==> config.mk <==
export PLATFORM = sky130hd
export DESIGN_NAME = uart_tx_arbiter
export DESIGN_NICKNAME = d
export VERILOG_FILES = /design/src/rtl/uart_arb_pkg.sv /design/src/rtl/uart_rr_picker.sv /design/src/rtl/uart_tx_arbiter.sv
export SDC_FILE = /design/constraint.sdc
export NUM_CORES = 1
export LEC_CHECK = 0
export BUFFER_PORTS_ARGS = -buffer_cell sky130_fd_sc_hd__clkbuf_2
export CORE_ASPECT_RATIO = 1.25
export CORE_MARGIN = 1
export CORE_UTILIZATION = 47
export DETAILED_ROUTE_END_ITERATION = 16
export PLACE_DENSITY = 0.76
export RECOVER_POWER = 50
export REMOVE_ABC_BUFFERS = 1
export SYNTH_ARGS = -nofsm -noshare
export SYNTH_HDL_FRONTEND = slang
export SYNTH_SLANG_ARGS = --single-unit
export TNS_END_PERCENT = 1
==> constraint.sdc <==
create_clock -name clk_50m -period 3.35 [get_ports clk_50m]
set_input_delay 0.67 -clock clk_50m [delete_from_list [all_inputs] [get_ports clk_50m]]
set_output_delay 0.67 -clock clk_50m [all_outputs]
set_load 0.005 [all_outputs]
==> src/rtl/uart_arb_pkg.sv <==
// uart_arb_pkg: shared state encoding, defaults and a wrap helper for the UART transmit arbiter.
package uart_arb_pkg;
    localparam int N_REQ_DEF        = 4;
    localparam int BUSY_TIMEOUT_DEF = 15;
    typedef enum logic [2:0] {IDLE, LOAD, STROBE, WAIT_BUSY, WAIT_DONE} arb_state_e;
    function automatic int unsigned wrap_inc(input int unsigned v, input int unsigned n);
        return (v + 1 == n) ? 0 : v + 1;
    endfunction
endpackage

==> src/rtl/uart_rr_picker.sv <==
// uart_rr_picker: combinational round-robin pick of the first request at or after rr_ptr.
module uart_rr_picker #(
    parameter int N_REQ = 4
) (
    input  logic [N_REQ-1:0]         req,
    input  logic [$clog2(N_REQ)-1:0] rr_ptr,
    output logic [N_REQ-1:0]         win,
    output logic                     valid
);
    localparam int PW = $clog2(N_REQ);
    logic [PW-1:0] idx;
    // Scan from the farthest slot back to rr_ptr so the nearest request wins.
    always_comb begin
        win = '0;
        idx = '0;
        for (int k = N_REQ - 1; k >= 0; k--) begin
            idx = PW'((int'(rr_ptr) + k) % N_REQ);
            if (req[idx]) win = N_REQ'(1) << idx;
        end
    end
    assign valid = |req;
endmodule

==> src/rtl/uart_tx_arbiter.sv <==
// uart_tx_arbiter: round-robin sharing of one UART transmitter between N_REQ byte producers,
// with per-frame locking and a watchdog on the transmitter's busy handshake.
module uart_tx_arbiter
    import uart_arb_pkg::*;
#(
    parameter int N_REQ        = N_REQ_DEF,
    parameter int BUSY_TIMEOUT = BUSY_TIMEOUT_DEF
) (
    input  logic               clk_50m,
    input  logic               rst_n,
    input  logic [N_REQ-1:0]   req,
    input  logic [8*N_REQ-1:0] req_data,
    input  logic [N_REQ-1:0]   req_last,
    output logic [N_REQ-1:0]   ack,
    output logic [N_REQ-1:0]   grant,
    output logic [7:0]         tx_data,
    output logic               tx_wr_en,
    input  logic               tx_busy,
    output logic               err_timeout
);
    localparam int            PW      = $clog2(N_REQ);
    localparam int            CW      = $clog2(BUSY_TIMEOUT + 1);
    localparam logic [CW-1:0] CNT_MAX = CW'(BUSY_TIMEOUT);

    arb_state_e       state_q, state_d;
    logic [PW-1:0]    rr_ptr_q, rr_ptr_d, owner_q, owner_d, win_idx, cand_idx;
    logic             lock_q, lock_d, tx_wr_en_q, tx_wr_en_d, err_q, err_d, cand_ok, pick_any;
    logic [N_REQ-1:0] grant_q, grant_d, ack_q, ack_d, pick_win;
    logic [7:0]       tx_data_q, tx_data_d;
    logic [CW-1:0]    cnt_q, cnt_d;

    uart_rr_picker #(.N_REQ(N_REQ)) u_picker (
        .req    (req),
        .rr_ptr (rr_ptr_q),
        .win    (pick_win),
        .valid  (pick_any)
    );

    always_comb begin
        win_idx = '0;
        for (int i = 0; i < N_REQ; i++) if (pick_win[i]) win_idx = PW'(i);
    end

    // While a frame is locked only its owner can be granted, whatever the pointer says.
    assign cand_ok  = lock_q ? req[owner_q] : pick_any;
    assign cand_idx = lock_q ? owner_q : win_idx;

    always_comb begin
        state_d    = state_q;
        rr_ptr_d   = rr_ptr_q;
        owner_d    = owner_q;
        lock_d     = lock_q;
        grant_d    = grant_q;
        ack_d      = '0;
        tx_data_d  = tx_data_q;
        tx_wr_en_d = 1'b0;
        err_d      = 1'b0;
        cnt_d      = cnt_q;
        case (state_q)
            IDLE: if (!tx_busy && cand_ok) begin
                state_d   = LOAD;
                owner_d   = cand_idx;
                grant_d   = N_REQ'(1) << cand_idx;
                ack_d     = N_REQ'(1) << cand_idx;
                tx_data_d = req_data[{cand_idx, 3'b000} +: 8];
                lock_d    = !req_last[cand_idx];
                rr_ptr_d  = req_last[cand_idx] ? PW'(wrap_inc(32'(cand_idx), N_REQ)) : rr_ptr_q;
            end
            LOAD: begin
                tx_wr_en_d = 1'b1;
                state_d    = STROBE;
            end
            STROBE: begin
                cnt_d   = '0;
                state_d = WAIT_BUSY;
            end
            WAIT_BUSY: if (tx_busy) begin
                state_d = WAIT_DONE;
            end else begin
                cnt_d = (cnt_q == CNT_MAX) ? cnt_q : cnt_q + CW'(1);
                if (cnt_d == CNT_MAX) begin
                    err_d    = 1'b1;
                    lock_d   = 1'b0;
                    grant_d  = '0;
                    rr_ptr_d = PW'(wrap_inc(32'(owner_q), N_REQ));
                    state_d  = IDLE;
                end
            end
            WAIT_DONE: if (!tx_busy) begin
                state_d = IDLE;
                grant_d = lock_q ? grant_q : '0;
            end
            default: state_d = IDLE;
        endcase
    end

    always_ff @(posedge clk_50m or negedge rst_n) begin
        if (!rst_n) begin
            state_q    <= IDLE;
            rr_ptr_q   <= '0;
            owner_q    <= '0;
            lock_q     <= 1'b0;
            grant_q    <= '0;
            ack_q      <= '0;
            tx_data_q  <= '0;
            tx_wr_en_q <= 1'b0;
            err_q      <= 1'b0;
            cnt_q      <= '0;
        end else begin
            state_q    <= state_d;
            rr_ptr_q   <= rr_ptr_d;
            owner_q    <= owner_d;
            lock_q     <= lock_d;
            grant_q    <= grant_d;
            ack_q      <= ack_d;
            tx_data_q  <= tx_data_d;
            tx_wr_en_q <= tx_wr_en_d;
            err_q      <= err_d;
            cnt_q      <= cnt_d;
        end
    end

    assign ack         = ack_q;
    assign grant       = grant_q;
    assign tx_data     = tx_data_q;
    assign tx_wr_en    = tx_wr_en_q;
    assign err_timeout = err_q;
endmodule
==> run summary <==
status - finished with violations
failing checks - max-capacitance violations, max-slew violations
compound-cell area share of the yosys netlist - 21.0%
data required time at the worst endpoint - 3.54 ns
post-synthesis mux area share - 18.4%
RSZ-0062 raised after global routing - false
setup TNS - 0 ns
Die X - 61.6 um
CP Class - flip-flop to flip-flop
Rows - 26
crit path DAT - 3.34 ns
headroom to the max-slew limit - -4.96%
TritonCTS clock tree - done
Initial Util - 50.2%
Max clock buf depth - 2
Fin. Hold Viols - 0
FF-to-FF End - rr_ptr_q[1]
MaxCap Viol Count - 1
worst slack at placement - 0.134 ns
Tightest Pin Transition - 1.57 ns
drt initial violations - 70
Finished Core Util - 61.1%
Resize count post-CTS - 0
final clock skew - 0.00442 ns
endpoint type of the worst setup path - flip-flop
main flop type after synthesis - dfrtp_1
top post-synthesis cells by area - dfrtp_1 (36%), mux2i_1 (9.6%), ha_1 (7.8%)
Yosys top cell area share - 35.9%
total CTS buffers - 5
worst vdd rail ir drop - 0.535 mV
Die Height - 76.5 um
simple-gate share of the synthesized area - 13.1%
first-pass GRT wire length - 7780 um
FILL cells - 386
Multi-input gate area - 1260 um^2
Min-Delay Path Class - flip-flop to flip-flop
# hold bufs at CTS - 0
post-route cell area - 2550 um^2
largest family of logic cells by synthesized area - compound AO/OA/AOI/OAI gates
fraction of registers with async set/reset - 100%
Crit. Startpoint - rr_ptr_q[1]
startpoint types - flip-flop
synth unique cells - 48
stages on the worst setup path - 11
mapped cell area - 2090 um^2
ANT nets after route - 0
P_leak - 1.28 nW
syn avg cell area - 10.2 um^2
Post-Synth Adder-Cell Area - 7.79%
wire per inst - 13.9 um
fin crit period - 3.15 ns
Final HPWL DP - 3560 um
gr ovfl total - 0
DP Area - 2460 um^2
DIE AREA - 4720 um^2
Ports - 61
IO Port Bufs - 60
Buf/Inv on CP - 2
Worst Setup Slack, final - 0.201 ns
Sequential Area - 751 um^2
worst setup path end - rr_ptr_q[1]
Tcrit/Tclk final - 94.0%
number of synthesized flops with an enable pin - 0
Worst path most repeated cell - mux2i_1
Max stage delay cell, worst path - dfrtp_1
top post-synthesis cells by count - dfrtp_1 (30), mux2i_1 (20), nor2_1 (14)
share of layout cells above drive strength 1 - 32.3%
P&R area growth vs syn - 21.9%
routed vias/inst - 5.47
Final Slew Violations - 31
TritonRoute pass-1 iters - 4
pin count of the biggest net entering global routing - 31
CP peak stage delay - 0.38 ns
post-synthesis sequential area ratio - 35.9%
via count - 1777
Yosys top cell by area - dfrtp_1
crit-path cells - inv_1 -> ha_1 -> mux4_2 -> a31o_1 -> a221oi_2 -> o21ai_1 -> o32ai_4 -> buf_12 -> mux2i_1 -> a221o_1 -> mux2i_1
Ant. Diodes - 0
# Post-CTS Setup Buffers - 0
Total Nets Final - 324
Fmax - 0.318 GHz
Sink Count - 30
top-count cell post-synth - dfrtp_1
H-tree lvl count - 2
vias in the first global route - 1786
Worst-path clk slew - 0.06 ns
R2R Setup Slk - 0.20 ns
final setup vio count - 0
Register-to-Register Path Depth - 11
critical path fanouts, max - 22
PD cells - 1010 nW/um^2
DRC - 0
Seq cells post-synth - 30
Synth Instances - 204
CP top delay family - compound AO/OA/AOI/OAI gates
Synthesis Warnings - 0
Final GP Congestion - 0.849
clock root buffer - clkbuf_8
Reg-to-Reg Start - rr_ptr_q[1]
XOR/XNOR Fraction of Synth Area - 0%
total track usage - 21.8%
Placeable Area - 4160 um^2
Skew-Pair Late Insertion Delay - 0.28 ns
initial antenna violation count - 0
final wirelength - 4520 um
==> registers in the layout (all words and copies together), names as in the netlist <==
signal and count:
lock_q 1, cnt_q 4, grant 4, ack 4
tx_data 8, state_q 3, err_timeout 1, tx_wr_en 1
rr_ptr_q 2, owner_q 2
==> power by group <==
| part | total (W) | switching (W) | internal, W | leakage [nW] |
|---|---|---|---|---|
| sequential | 0.000625 | 0.000126 | 0.000499 | 0.389 |
| clock | 0.000291 | 0.000125 | 0.000165 | 0.0482 |
| combinational | 0.00165 | 0.000842 | 0.000804 | 0.848 |
==> per-stage QoR <==
step / total power, W / instances / hold slack [ns]
after floorplan: 0.00179 / 196 / 0.374
after global placement: 0.00227 / 317 / 0.463
after detailed placement: 0.00228 / 317 / 0.464
after CTS: 0.00259 / 325 / 0.450
after global routing: 0.00279 / 325 / 0.492
final: 0.00256 / 325 / 0.481
==> layer usage <==
| metal | wire length (um) | vias up | track usage, % |
|---|---|---|---|
| met5 | 0 | - | 0 |
| met4 | 75 | 0 | 8.22 |
| met3 | 151 | 7 | 5.43 |
| met2 | 2530 | 29 | 38.0 |
| met1 | 1760 | 847 | 24.5 |
| li1 | - | 894 | - |
==> logic make-up after synthesis <==
family / Yosys count
buf+inv: 16
mux: 34
compound gates: 57
fa+ha+maj: 13
flops: 30
simple gates: 54
==> cell type report <==
cell class	count	area share, %
inverters	8	1.18
flip-flops and latches	30	29.5
well taps	56	2.75
clock inverters	1	0.197
multi-input cells	158	49.4
repair buffers	65	13.6
clock buffers	7	3.39
==> how the worst min path moves through the flow <==
stage                        start  endpoint  slack (ns)  depth (start not counted)
final                     grant[2]  grant[2]        0.48                          1
after global routing      grant[3]  grant[3]        0.49                          1
after CTS                    rst_n    ack[0]        0.45                          1
after detailed placement  grant[2]  grant[2]        0.46                          1
after global placement    grant[0]  grant[0]        0.46                          1
after floorplan              rst_n    ack[0]        0.37                          0
==> placed cells by master, fill, tap and decap left out, drive strengths merged, types with 7 or more instances in the layout <==
cell    netlist  routed
a21o          7       7
nor2         14      14
a22oi         8       8
a21oi         9       9
ha           13      13
mux2         12      12
o31ai         8       8
nand2        13      13
inv           8       8
clkbuf        4      67
and2          8       8
dfrtp        30      30
o21ai         8       8
mux2i        20      20
No activity file was read; power rests on OpenSTA's default activity.
